[src/rtl/instr_encoder.sv]
`default_nettype none
// ============================================================================
// instr_encoder : encodes R/I/S-type requests into 9-bit words, writes imem.
// Optional macro INSTR_ENC_COUNT_EN enables the enc_count write counter.
// Revision 1.0
// ============================================================================
module instr_encoder #(
  parameter int ADDR_W     = 8,
  parameter int IMEM_DEPTH = 256
) (
  input  logic              clk,
  input  logic              rst_n,
  input  logic              in_valid,
  output logic              in_ready,
  input  logic [1:0]        in_kind,
  input  logic [2:0]        in_op,
  input  logic [3:0]        in_rs,
  input  logic [3:0]        in_rt,
  input  logic [2:0]        in_imm,
  input  logic [6:0]        in_sidx,
  input  logic              load_addr,
  input  logic [ADDR_W-1:0] start_addr,
  output logic              wr_en,
  output logic [ADDR_W-1:0] wr_addr,
  output logic [8:0]        wr_data,
  output logic              full,
  output logic              err,
  output logic [1:0]        err_code,
  output logic [15:0]       enc_count
);

  localparam logic [ADDR_W-1:0] LAST_ADDR = ADDR_W'(IMEM_DEPTH - 1);

  typedef enum logic [1:0] {
    IDLE   = 2'd0,
    CHECK  = 2'd1,
    WRITE  = 2'd2,
    FULLST = 2'd3
  } state_t;

  state_t r_state;
  state_t w_next;

  logic [1:0]        r_kind;
  logic [2:0]        r_op;
  logic [3:0]        r_rs;
  logic [3:0]        r_rt;
  logic [2:0]        r_imm;
  logic [6:0]        r_sidx;
  logic [ADDR_W-1:0] r_wr_addr;
  logic [8:0]        r_wr_data;
  logic              r_full;
  logic              r_err;
  logic [1:0]        r_err_code;

  logic              w_reload;
  logic              w_accept;
  logic              w_legal;
  logic [8:0]        w_word;
  logic [1:0]        w_code;

  assign w_reload = load_addr && (r_state == IDLE || r_state == FULLST);
  assign w_accept = (r_state == IDLE) && !load_addr && in_valid;

  // Gated by rst_n so the handshake reads low while reset is held.
  assign in_ready = rst_n && (r_state == IDLE) && !load_addr;
  assign wr_en    = (r_state == WRITE);
  assign wr_addr  = r_wr_addr;
  assign wr_data  = r_wr_data;
  assign full     = r_full;
  assign err      = r_err;
  assign err_code = r_err_code;

  always_comb begin
    w_legal = 1'b0;
    w_word  = 9'd0;
    w_code  = 2'b00;
    case (r_kind)
      2'b00: begin
        w_legal = (r_rs[3:2] == 2'b00) && (r_rt[3:2] == 2'b00);
        w_word  = {1'b0, r_op, r_rs[1:0], r_rt[1:0], 1'b0};
      end
      2'b01: begin
        // lov carries a 3-bit register field in place of the immediate.
        if (r_op == 3'b010) begin
          w_legal = !r_rs[3];
          w_word  = {1'b1, 3'b010, r_rs[2:0], 2'b00};
        end else begin
          w_legal = (r_rs[3:2] == 2'b00);
          w_word  = {1'b1, r_op, r_rs[1:0], r_imm};
        end
      end
      2'b10: begin
        w_legal = 1'b1;
        w_word  = {1'b0, r_sidx, 1'b1};
      end
      default: begin
        w_legal = 1'b0;
      end
    endcase
    if (!w_legal) begin
      w_code = (r_kind == 2'b11) ? 2'b10 : 2'b01;
    end
  end

  always_comb begin
    w_next = r_state;
    case (r_state)
      IDLE:    if (!load_addr && in_valid) w_next = CHECK;
      CHECK:   w_next = w_legal ? WRITE : IDLE;
      WRITE:   w_next = (r_wr_addr == LAST_ADDR) ? FULLST : IDLE;
      FULLST:  if (load_addr) w_next = IDLE;
      default: w_next = IDLE;
    endcase
  end

  always_ff @(posedge clk or negedge rst_n) begin
    if (!rst_n) begin
      r_state <= IDLE;
    end else begin
      r_state <= w_next;
    end
  end

  always_ff @(posedge clk or negedge rst_n) begin
    if (!rst_n) begin
      r_kind     <= 2'b00;
      r_op       <= 3'd0;
      r_rs       <= 4'd0;
      r_rt       <= 4'd0;
      r_imm      <= 3'd0;
      r_sidx     <= 7'd0;
      r_wr_addr  <= '0;
      r_wr_data  <= 9'd0;
      r_full     <= 1'b0;
      r_err      <= 1'b0;
      r_err_code <= 2'b00;
    end else begin
      if (w_reload) begin
        r_wr_addr  <= start_addr;
        r_full     <= 1'b0;
        r_err      <= 1'b0;
        r_err_code <= 2'b00;
      end
      if (w_accept) begin
        r_kind <= in_kind;
        r_op   <= in_op;
        r_rs   <= in_rs;
        r_rt   <= in_rt;
        r_imm  <= in_imm;
        r_sidx <= in_sidx;
      end
      if (r_state == CHECK) begin
        if (w_legal) begin
          r_wr_data <= w_word;
        end else begin
          r_err      <= 1'b1;
          r_err_code <= w_code;
        end
      end
      // The last address is held rather than wrapped so nothing is overwritten.
      if (r_state == WRITE) begin
        if (r_wr_addr == LAST_ADDR) begin
          r_full <= 1'b1;
        end else begin
          r_wr_addr <= r_wr_addr + ADDR_W'(1);
        end
      end
    end
  end

`ifdef INSTR_ENC_COUNT_EN
  logic [15:0] r_count;

  always_ff @(posedge clk or negedge rst_n) begin
    if (!rst_n) begin
      r_count <= 16'd0;
    end else if (w_reload) begin
      r_count <= 16'd0;
    end else if (r_state == WRITE && r_count != 16'hFFFF) begin
      r_count <= r_count + 16'd1;
    end
  end

  assign enc_count = r_count;
`else
  assign enc_count = 16'd0;
`endif

endmodule
`default_nettype wire

[config.mk]
export PLATFORM = sky130hd
export DESIGN_NAME = instr_encoder
export DESIGN_NICKNAME = d
export VERILOG_FILES = /design/src/rtl/instr_encoder.sv
export SDC_FILE = /design/constraint.sdc
export NUM_CORES = 1
export LEC_CHECK = 0
export ABC_AREA = 1
export CORE_UTILIZATION = 42
export CTS_CLUSTER_SIZE = 30
export DETAILED_ROUTE_END_ITERATION = 8
export PLACE_DENSITY_LB_ADDON = 0.05
export SYNTH_ARGS = -nofsm -noshare
export SYNTH_HDL_FRONTEND = slang
export SYNTH_SLANG_ARGS = --single-unit
export TNS_END_PERCENT = 5
[constraint.sdc]
create_clock -name clk -period 1.48 [get_ports clk]
set_input_delay 0.296 -clock clk [delete_from_list [all_inputs] [get_ports clk]]
set_output_delay 0.296 -clock clk [all_outputs]
set_load 0.02 [all_outputs]
# After elaboration in Yosys (flattened, before gate mapping)
# Cells that the tools add are included.
dict set report op_classes {
  addsub 1
  eq_ne 10
  n_mux 22
  reduce_logical 16
}
# op count
set ops {}
lappend ops {{two-way mux 8 bit} 4}
lappend ops {{one-hot mux 9 bit (3 select lines)} 1}
lappend ops {{two-way mux 2 bit} 8}
lappend ops {{adder 8 x 1 -> 8 bit (second input constant)} 1}
lappend ops {{== test 2 bit (second input constant)} 4}
lappend ops {{== test 8 bit (second input constant)} 1}
lappend ops {{logical NOT 2 bit} 4}
lappend ops {{one-hot mux 2 bit (4 select lines)} 1}
lappend ops {{logical AND 1 bit} 7}
lappend ops {{two-way mux 1 bit} 7}
lappend ops {{== test 2 x 1 -> 1 bit (second input constant)} 2}
lappend ops {{AND reduction 2 bit} 2}
lappend ops {{== test 3 x 2 -> 1 bit (second input constant)} 1}
lappend ops {{one-hot mux 1 bit (3 select lines)} 1}
lappend ops {{logical NOT 1 bit} 2}
lappend ops {{inequality test 2 x 1 -> 1 bit (second input constant)} 1}
lappend ops {{inequality test 2 bit (second input constant)} 1}
lappend ops {{logical OR 1 bit} 1}
dict set report totals {
  ff_bits 46
  input_bits 35
  wordCells 61
}

# Depth between registers and ports, before layout
# Gate-level depths: netlist of run 1.
dict set report logic_depth {
  word_depth 6
  ltp_mapped 10
  mapped_depth_nobuf 9
}

# Worst setup path after synthesis of run 1
# Ideal clock, no wire load.
dict set report synth_timing {
  path_kind {register to register}
  from {register r_wr_addr[1], in the netlist wr_addr[1]}
  to {register r_wr_addr[5], in the netlist wr_addr[5]}
  setup_ns 0.126
  t_arrival_ns 1.327
  required_ns 1.354
  path_slack_ns 0.027
  stages_incl_launch_ff 8
  path_buffers 1
  cell_sequence {dfrtp_1 -> ha_1 -> nand2_2 -> nor2_4 -> nand3_2 -> nand2_2 -> buf_6 -> o21ai_0}
}
dict set report synth_between {
  elab_chain_cells 3
}
# element line
set synth_lines {}
lappend synth_lines {{start: declaration} 50} ;# logic [ADDR_W-1:0] r_wr_addr;
lappend synth_lines {{start signal: assignment} 140} ;# r_wr_addr <= start_addr;
lappend synth_lines {{start signal: assignment} 166} ;# r_wr_addr <= r_wr_addr + ADDR_W'(1);
lappend synth_lines {{adder 8 x 1 -> 8 bit or == test 8 bit (tied branches)} {166, 163}}
lappend synth_lines {{two-way mux 8 bit (*)} 163} ;# if (r_wr_addr == LAST_ADDR) begin
lappend synth_lines {{two-way mux 8 bit (*)} 162} ;# if (r_state == WRITE) begin
# Every way passes the cells marked *; elsewhere a longest branch is shown, timed or not.
# A chain may end at the register's enable or synchronous reset.

# Worst setup path after layout of run 1
dict set report layout_timing {
  from {register r_state[1]}
  to {output port in_ready}
}
dict set report layout_between {
  elab_chain_cells 3
}
# element line
set layout_lines {}
lappend layout_lines {{start: declaration} 41} ;# state_t r_state;
lappend layout_lines {{start signal: assignment} 121} ;# r_state <= w_next;
lappend layout_lines {{logical NOT 2 bit} 66} ;# assign in_ready = rst_n && (r_state == IDLE) && !load_addr;
lappend layout_lines {{logical AND 1 bit (2 in a row)} 66}
lappend layout_lines {{end: declaration} 14} ;# output logic in_ready,
# No other way between the ends.

==> Flow_metrics.wiki, run 1 <==
{| class="wikitable"
! Metric !! Value
|-
| Final hold viol count || 0
|-
| Final core utilization || 0.585
|-
| # Max-Cap Violations || 0
|-
| Die Y-Extent || 78.4 um
|-
| Total CTS buffers || 5
|-
| CTS H-tree depth || 2
|-
| Total of endpoints with negative setup slack in the final report || 1
|-
| Switching power || 2.76 mW
|-
| Violated checks || setup timing
|-
| Flop pwr share || 0.348
|-
| Starting density of the core || 0.440
|-
| Area of the die || 6150 um2
|-
| Leading cell types by total area after synthesis || dfrtp_1 47%, nand2_1 11%, buf_4 4.9%
|-
| RePlAce Congestion || 0.814
|-
| CP Class || flip-flop to output pin
|-
| Slew margin rel. || 0.609
|-
| Beginning of the critical path || r_state[1]
|-
| Vias after detailed routing || 2,004
|-
| Reg-to-reg critical path startpoint || wr_addr[0]
|-
| Xor and xnor area share after synthesis || 0.0107
|-
| Maximum clock path buffer count || 2
|-
| Clock Skews || 5.19 ps
|-
| Clock period minus worst slack || 1510 ps
|-
| Routed Wire Length || 5070 um
|-
| Clock network power share || 0.121
|-
| Routed wire per std cell || 11.6 um
|-
| Most common library cell in the layout ignoring fill and taps || nand2_1
|-
| Tightest Pin Transition || 587 ps
|-
| Number of buffers added on ports || 57
|-
| Clock latency at the later pin of the worst-skew pair || 300 ps
|-
| EDFF count, synth || 0
|-
| Worst setup endpoint || in_ready
|-
| Yosys Warn Count || 0
|-
| Global route overflow || 0
|-
| Worst setup slack before clock tree synthesis || -268 ps
|-
| Synthesized-area fraction occupied by ao, oa, aoi and oai cells || 0.0985
|-
| Area of the mapped netlist || 2450 um2
|-
| Clock transition at path regs || 90 ps
|-
| Final total negative setup slack || -25.4 ps
|-
| Depth of the worst register-to-register path || 8
|-
| Most area-hungry cell type in the Yosys netlist || dfrtp_1
|-
| Register-to-register setup slack || 90 ps
|-
| Worst Path Arrival || 1210 ps
|-
| Outcome || complete, but fails checks
|-
| Area share of fa/ha/maj cells after synthesis || 0.0306
|-
| Main synth FF type || dfrtp_1
|-
| Flip-flop and latch count after synthesis || 46
|-
| Antenna diode count || 0
|-
| Placed cell area || 3160 um2
|-
| Antenna violations before repair || 0
|-
| Number of distinct library cells after synthesis || 34
|-
| Endpoint of the most critical register-to-register path || wr_addr[3]
|-
| Number of remaining DRC errors || 0
|-
| Clock tree from TritonCTS || done
|-
| Hold Path Class || primary input to asynchronous set/reset pin
|-
| Pleak || 1.66 nW
|-
| Total track usage || 0.179
|-
| Net count reported at finish || 406
|-
| Routed vias/inst || 4.58
|-
| Capturing element type of the critical path || output pin
|-
| Element type at the critical path start || flip-flop
|-
| Area fraction in and, or, nand and nor cells after synthesis || 0.222
|-
| Portion of the clock cycle consumed by the worst path in the final layout || 1.02
|-
| Sequential share of the synthesized area || 0.469
|-
| Internal power component || 3.63 mW
|-
| Yosys top cell area share || 0.469
|-
| Sw Share || 0.432
|-
| Width of the chip || 78.4 um
|-
| Via count of the first global-routing pass || 1,791
|-
| Number of rows in the core area || 27
|-
| Top-level I/O count || 74
|-
| VDD IR-drop max || 0.000931 V
|-
| Commonest cells after routing, fill and taps aside || 73 x nand2_1, 46 x dfrtp_1, 33 x clkdlybuf4s50_1
|-
| Buffer type at the clock tree root || clkbuf_8
|-
| Multiplexer share of the synthesized area || 0.0459
|-
| Signed area change from the synthesized netlist to the final layout || 33.1%
|-
| Fraction of final layout cells sized beyond drive strength 1 || 0.189
|-
| Mean cell area of the mapped netlist || 8.52 um2
|-
| Pin count of the biggest net entering global routing || 47
|-
| Share of synthesized registers carrying an async set or reset || 1.00
|-
| Setup ws final || -25.4 ps
|-
| Setup repair after global routing missed its margin || yes
|-
| Comb power frac || 0.531
|-
| Placeable core area || 5570 um2
|-
| Non-Filler Cell Area, Final || 3260 um2
|-
| Number of clock sinks seen by CTS || 46
|-
| Synth Instances || 288
|-
| Number of max-slew violations in the final report || 0
|-
| First-pass GRT wire length || 8400 um
|-
| First drt pass iteration count || 4
|-
| Number of routed nets with antenna violations || 0
|-
| Main combinational cell family by area after synthesis || simple AND/OR/NAND/NOR gates
|-
| Estimated wirelength of the detail-placed design || 3800 um
|-
| First-iteration detailed-routing DRC count || 72
|-
| Power density normalized to cell area || 1960 nW/um2
|-
| Maximum net fanout on the critical path || 2
|-
| Endpoint required time on the critical path || 1180 ps
|-
| Max Clock Freq || 0.664 GHz
|}
[timing repair]
action,4_1_cts,5_1_grt
pin swaps,0,4
setup endpoints to repair,24,10
gates resized for setup,33,11
hold buffers,0,0
buffers inserted,0,1
[cell type report]
class	count	area, um2
clock buffers	5	68.8
multi-input cells	204	1100
fillers	533	2310
well taps	72	90.1
inverters	30	118
repair buffers	78	712
clock inverters	3	21.3
flip-flops and latches	46	1150
[per-stage QoR]
step           hold WS (ps)  cells  total power, mW
3_3_place_gp            466    430             5.66
6_report                154    438             6.40
2_1_floorplan         0.409    303             4.46
4_1_cts                 166    438             6.37
3_5_place_dp            470    430             5.73
5_1_grt                 192    438             6.98
[Yosys cell counts (2+ instances only)]
cell type,number
buf_2,2
inv_2,3
o21ai_2,2
nand4_1,2
o21ai_0,15
nand2_2,5
a21oi_1,15
mux2_2,9
ha_1,6
nand2_4,3
nand3_1,6
inv_1,25
nand2_1,74
o21ai_1,3
nor2_1,31
nand3_2,2
buf_6,4
buf_4,16
o22ai_1,4
dfrtp_1,46
xor2_1,2
[registers in the layout, summed over array words and instances (netlist names)]
register,count
err,1
err_code,2
full,1
r_imm,3
r_kind,2
r_op,3
r_rs,4
r_rt,4
r_sidx,7
r_state,2
wr_addr,8
wr_data,9
[routing by layer]
layer,GRT usage,vias up,part of all wire
li1,-,1033,-
met1,0.254,901,0.48
met2,0.266,63,0.45
met3,0.0419,7,0.054
met4,0.0667,0,0.014
met5,0,-,0
[kinds of logic (layout without fill, tap and decap cells)]
group                    count (synthesis)  in the layout
AND/OR/NAND/NOR                        126            126
buffers and inverters                   53            116
flip-flops                              46             46
AO/OA/AOI/OAI                           43             43
multiplexers                            10             10
adder cells (fa/ha/maj)                  6              6
XOR/XNOR                                 3              3
other                                    1             16
[critical path: stages, from the launching register on]
cell	delay, ps
dfrtp_1	400
inv_2	90
ha_4	140
nand2_2	50
nor2_2	110
buf_6	120
[worst min-delay path by stage]
| stage | startpoint | endpoint | slack, ps | cells after the start |
|---|---|---|---|---|
| CTS | rst_n | wr_data[3] | 170 | 2 |
| global placement | wr_data[6] | wr_data[6] | 470 | 2 |
| finish | rst_n | wr_addr[5] | 150 | 2 |
| floorplan | rst_n | err | 0.4 | 0 |
| detailed placement | wr_data[3] | wr_data[3] | 470 | 2 |
| global route | rst_n | wr_data[3] | 190 | 2 |
[power by group through the flow]
stage,registers (mW),clock network [mW],logic [mW]
2_1_floorplan,2.48,0,1.98
3_3_place_gp,2.23,0,3.42
3_5_place_dp,2.25,0,3.48
4_1_cts,2.22,0.795,3.35
5_1_grt,2.32,0.848,3.82
6_report,2.23,0.771,3.40
Power figures use the tool's default switching activity.
==> run 2, diff against run 1 <==
--- a/config.mk
+++ b/config.mk
@@ -6,7 +6,9 @@
 export NUM_CORES = 1
 export LEC_CHECK = 0
 export ABC_AREA = 1
+export CORE_MARGIN = 2
 export CORE_UTILIZATION = 42
+export CTS_CLUSTER_DIAMETER = 100
 export CTS_CLUSTER_SIZE = 30
 export DETAILED_ROUTE_END_ITERATION = 8
 export PLACE_DENSITY_LB_ADDON = 0.05
==> Flow_metrics.wiki, run 2 (same netlist as run 1, synthesis figures left out) <==
{| class="wikitable"
! Metric !! Value
|-
| Outcome || finished clean
|-
| Worst stage delay on the critical path || 390 ps (about the same)
|-
| Flip-flop count of the largest register, all copies and words added || 9 (unchanged)
|-
| Non-filler cells, final || 440 (+0.46%)
|-
| Global route overflow || 0 (unchanged)
|-
| Tightest Pin Transition || 584 ps (-2.51 ps)
|-
| Die Y-Extent || 80.4 um (+2.6%)
|-
| Internal power component || 4.05 mW (+12%)
|-
| Clock transition at path regs || 80 ps (about the same)
|-
| Final hold viol count || 0 (unchanged)
|-
| Signed area change from the synthesized netlist to the final layout || 35.6%
|-
| Number of routed nets with antenna violations || 0 (unchanged)
|-
| Routed Wire Length || 5040 um (-0.53%)
|-
| Sw Share || 0.403 (-0.0292)
|-
| Maximum net fanout on the critical path || 2 (unchanged)
|-
| Total power after layout || 6.79 mW (+6.1%)
|-
| Vias after detailed routing || 1,999 (-0.25%)
|-
| Pleak || 1.70 nW (+2.3%)
|-
| Clock latency at the later pin of the worst-skew pair || 290 ps (about the same)
|-
| Buffer type at the clock tree root || clkbuf_8
|-
| Depth of the worst register-to-register path || 7 (-1)
|-
| Number of rows in the core area || 27 (unchanged)
|-
| Fraction of final layout cells sized beyond drive strength 1 || 0.198 (+0.00984)
|-
| # fillers || 519 (-2.6%)
|-
| Cells along the critical path || inv_2 -> ha_4 -> nand2_2 -> nor2_1 -> buf_4
|-
| First-pass GRT wire length || 8280 um (-1.5%)
|-
| Hold_buf cts || 0 (unchanged)
|-
| Clock tree from TritonCTS || done
|-
| Clock network power share || 0.167 (+0.046)
|-
| Worst Path Arrival || 1170 ps (-40 ps)
|-
| Most common library cell in the layout ignoring fill and taps || nand2_1
|-
| Antenna diode count || 0 (unchanged)
|-
| Comb power frac || 0.507 (-0.024)
|-
| Number of buffers added on ports || 57 (unchanged)
|-
| Max Clock Freq || 0.682 GHz (+2.6%)
|-
| Top-level I/O count || 74 (unchanged)
|-
| Flop pwr share || 0.326 (-0.022)
|-
| Setup repair after global routing missed its margin || yes
|-
| Width of the chip || 80.4 um (+2.6%)
|-
| Slowest library cell on the worst path || dfrtp_1
|-
| Commonest cells after routing, fill and taps aside || 73 x nand2_1, 46 x dfrtp_1, 33 x clkdlybuf4s50_1
|-
| Routed wire per std cell || 11.5 um (-0.99%)
|-
| CTS H-tree depth || 2 (unchanged)
|-
| Portion of the clock cycle consumed by the worst path in the final layout || 0.991 (-0.0262)
|-
| Clock period minus worst slack || 1470 ps (-38.8 ps)
|-
| Final total negative setup slack || 0 ps (+25.4 ps)
|-
| Total track usage || 0.166 (-0.0136)
|-
| First drt pass iteration count || 4 (unchanged)
|-
| Number of clock sinks seen by CTS || 46 (unchanged)
|-
| Number of remaining DRC errors || 0 (unchanged)
|-
| Antenna violations before repair || 0 (unchanged)
|-
| Power density normalized to cell area || 2040 nW/um2 (+4.1%)
|-
| Capturing element type of the critical path || output pin
|-
| Slew margin rel. || 0.611 (+0.00167)
|-
| Register-to-register setup slack || 90 ps (about the same)
|-
| First-iteration detailed-routing DRC count || 76 (+5.6%)
|-
| Placed Cells incl. Taps || 431 (+0.23%)
|-
| VDD IR-drop max || 0.00112 V (+21%)
|-
| Estimated wirelength of the detail-placed design || 3840 um (+1.0%)
|-
| Clock Skews || 5.47 ps (+0.283 ps)
|-
| Placeable core area || 5570 um2 (unchanged)
|-
| Maximum clock path buffer count || 2 (unchanged)
|-
| # Max-Cap Violations || 0 (unchanged)
|-
| Element type at the critical path start || flip-flop
|-
| Via count of the first global-routing pass || 1,770 (-1.2%)
|-
| Hold Path Class || primary input to asynchronous set/reset pin
|-
| Area of the die || 6470 um2 (+5.2%)
|-
| Starting density of the core || 0.440 (unchanged)
|-
| Net count reported at finish || 408 (+0.49%)
|-
| Total CTS buffers || 5 (unchanged)
|-
| Pin count of the biggest net entering global routing || 47 (unchanged)
|-
| Routed vias/inst || 4.54 (-0.70%)
|-
| CP Class || flip-flop to output pin
|-
| Endpoint required time on the critical path || 1180 ps (about the same)
|-
| Switching power || 2.73 mW (-1.1%)
|-
| RePlAce Congestion || 0.836 (+2.8%)
|-
| Total of endpoints with negative setup slack in the final report || 0 (-1)
|-
| Number of max-slew violations in the final report || 0 (unchanged)
|}
==> run 2: final cells by class <==
cell class,count,area (um2),area share
clock buffer,6,82.6,0.0248
clock inverter,2,60.1,0.0181
inverter,30,121,0.0365
multi-input combinational,204,1100,0.330
sequential,46,1150,0.346
tap,72,90.1,0.0271
timing repair buffer,80,723,0.218
==> run 2: per-layer routing <==
metal / wire length [um] / part of all wire / vias up / track usage
met3: 334 / 0.066 / 2 / 0.0337
met2: 2290 / 0.46 / 61 / 0.254
li1: - / - / 1035 / -
met4: 23 / 0.0046 / 0 / 0.0356
met5: 0 / 0 / - / 0
met1: 2390 / 0.47 / 901 / 0.242
==> run 2: path summary, 6_finish.rpt <==
path,start,to
max,r_state[1],in_ready
min,rst_n,wr_addr[3]
max reg2reg,r_state[0],wr_data[3]
min reg2reg,wr_data[3],wr_data[3]
max in group asynchronous,rst_n,r_rt[3]
min in group clk,wr_data[3],wr_data[3]
==> run 2: power by group through the flow <==
| stage | sequential (mW) | clock (mW) | combinational (mW) |
|---|---|---|---|
| 2_1_floorplan | 2.48 | 0 | 1.98 |
| 3_3_place_gp | 2.23 | 0 | 3.45 |
| 3_5_place_dp | 2.24 | 0 | 3.51 |
| 4_1_cts | 2.21 | 1.16 | 3.35 |
| 5_1_grt | 2.30 | 1.23 | 3.88 |
| 6_report | 2.21 | 1.13 | 3.44 |
==> run 2: what timing repair did <==
item / in CTS / in global routing
pin swaps: 0 / 3
gates resized for setup: 29 / 16
endpoints found under the setup margin: 24 / 15
setup buffers: 0 / 1
==> run 2: critical path: cells and delay by family, from the launching register on <==
family,cells,cell delay [ps]
adders and majority gates,1,140
buffers and inverters,2,230
and+or+nand+nor,2,120
DFF,1,390
==> run 2: per-stage QoR <==
step	cell area, um2	hold slack [ps]	worst slack (ps)	utilization
finish	3320	164	13.4	0.596
global route	3320	217	-69.2	0.596
CTS	3280	183	-138	0.588
detailed placement	3160	467	-232	0.567
global placement	3160	467	-235	0.567
floorplan	2510	0.409	27.1	-
==> run 3, diff against run 2 <==
--- a/config.mk
+++ b/config.mk
@@ -6,6 +6,7 @@
 export NUM_CORES = 1
 export LEC_CHECK = 0
 export ABC_AREA = 1
+export ABC_CLOCK_PERIOD_IN_PS = 1480
 export CORE_MARGIN = 2
 export CORE_UTILIZATION = 42
 export CTS_CLUSTER_DIAMETER = 100
==> results of run 3 <==
Final layout, timing and power as in run 2 (identical DEF).
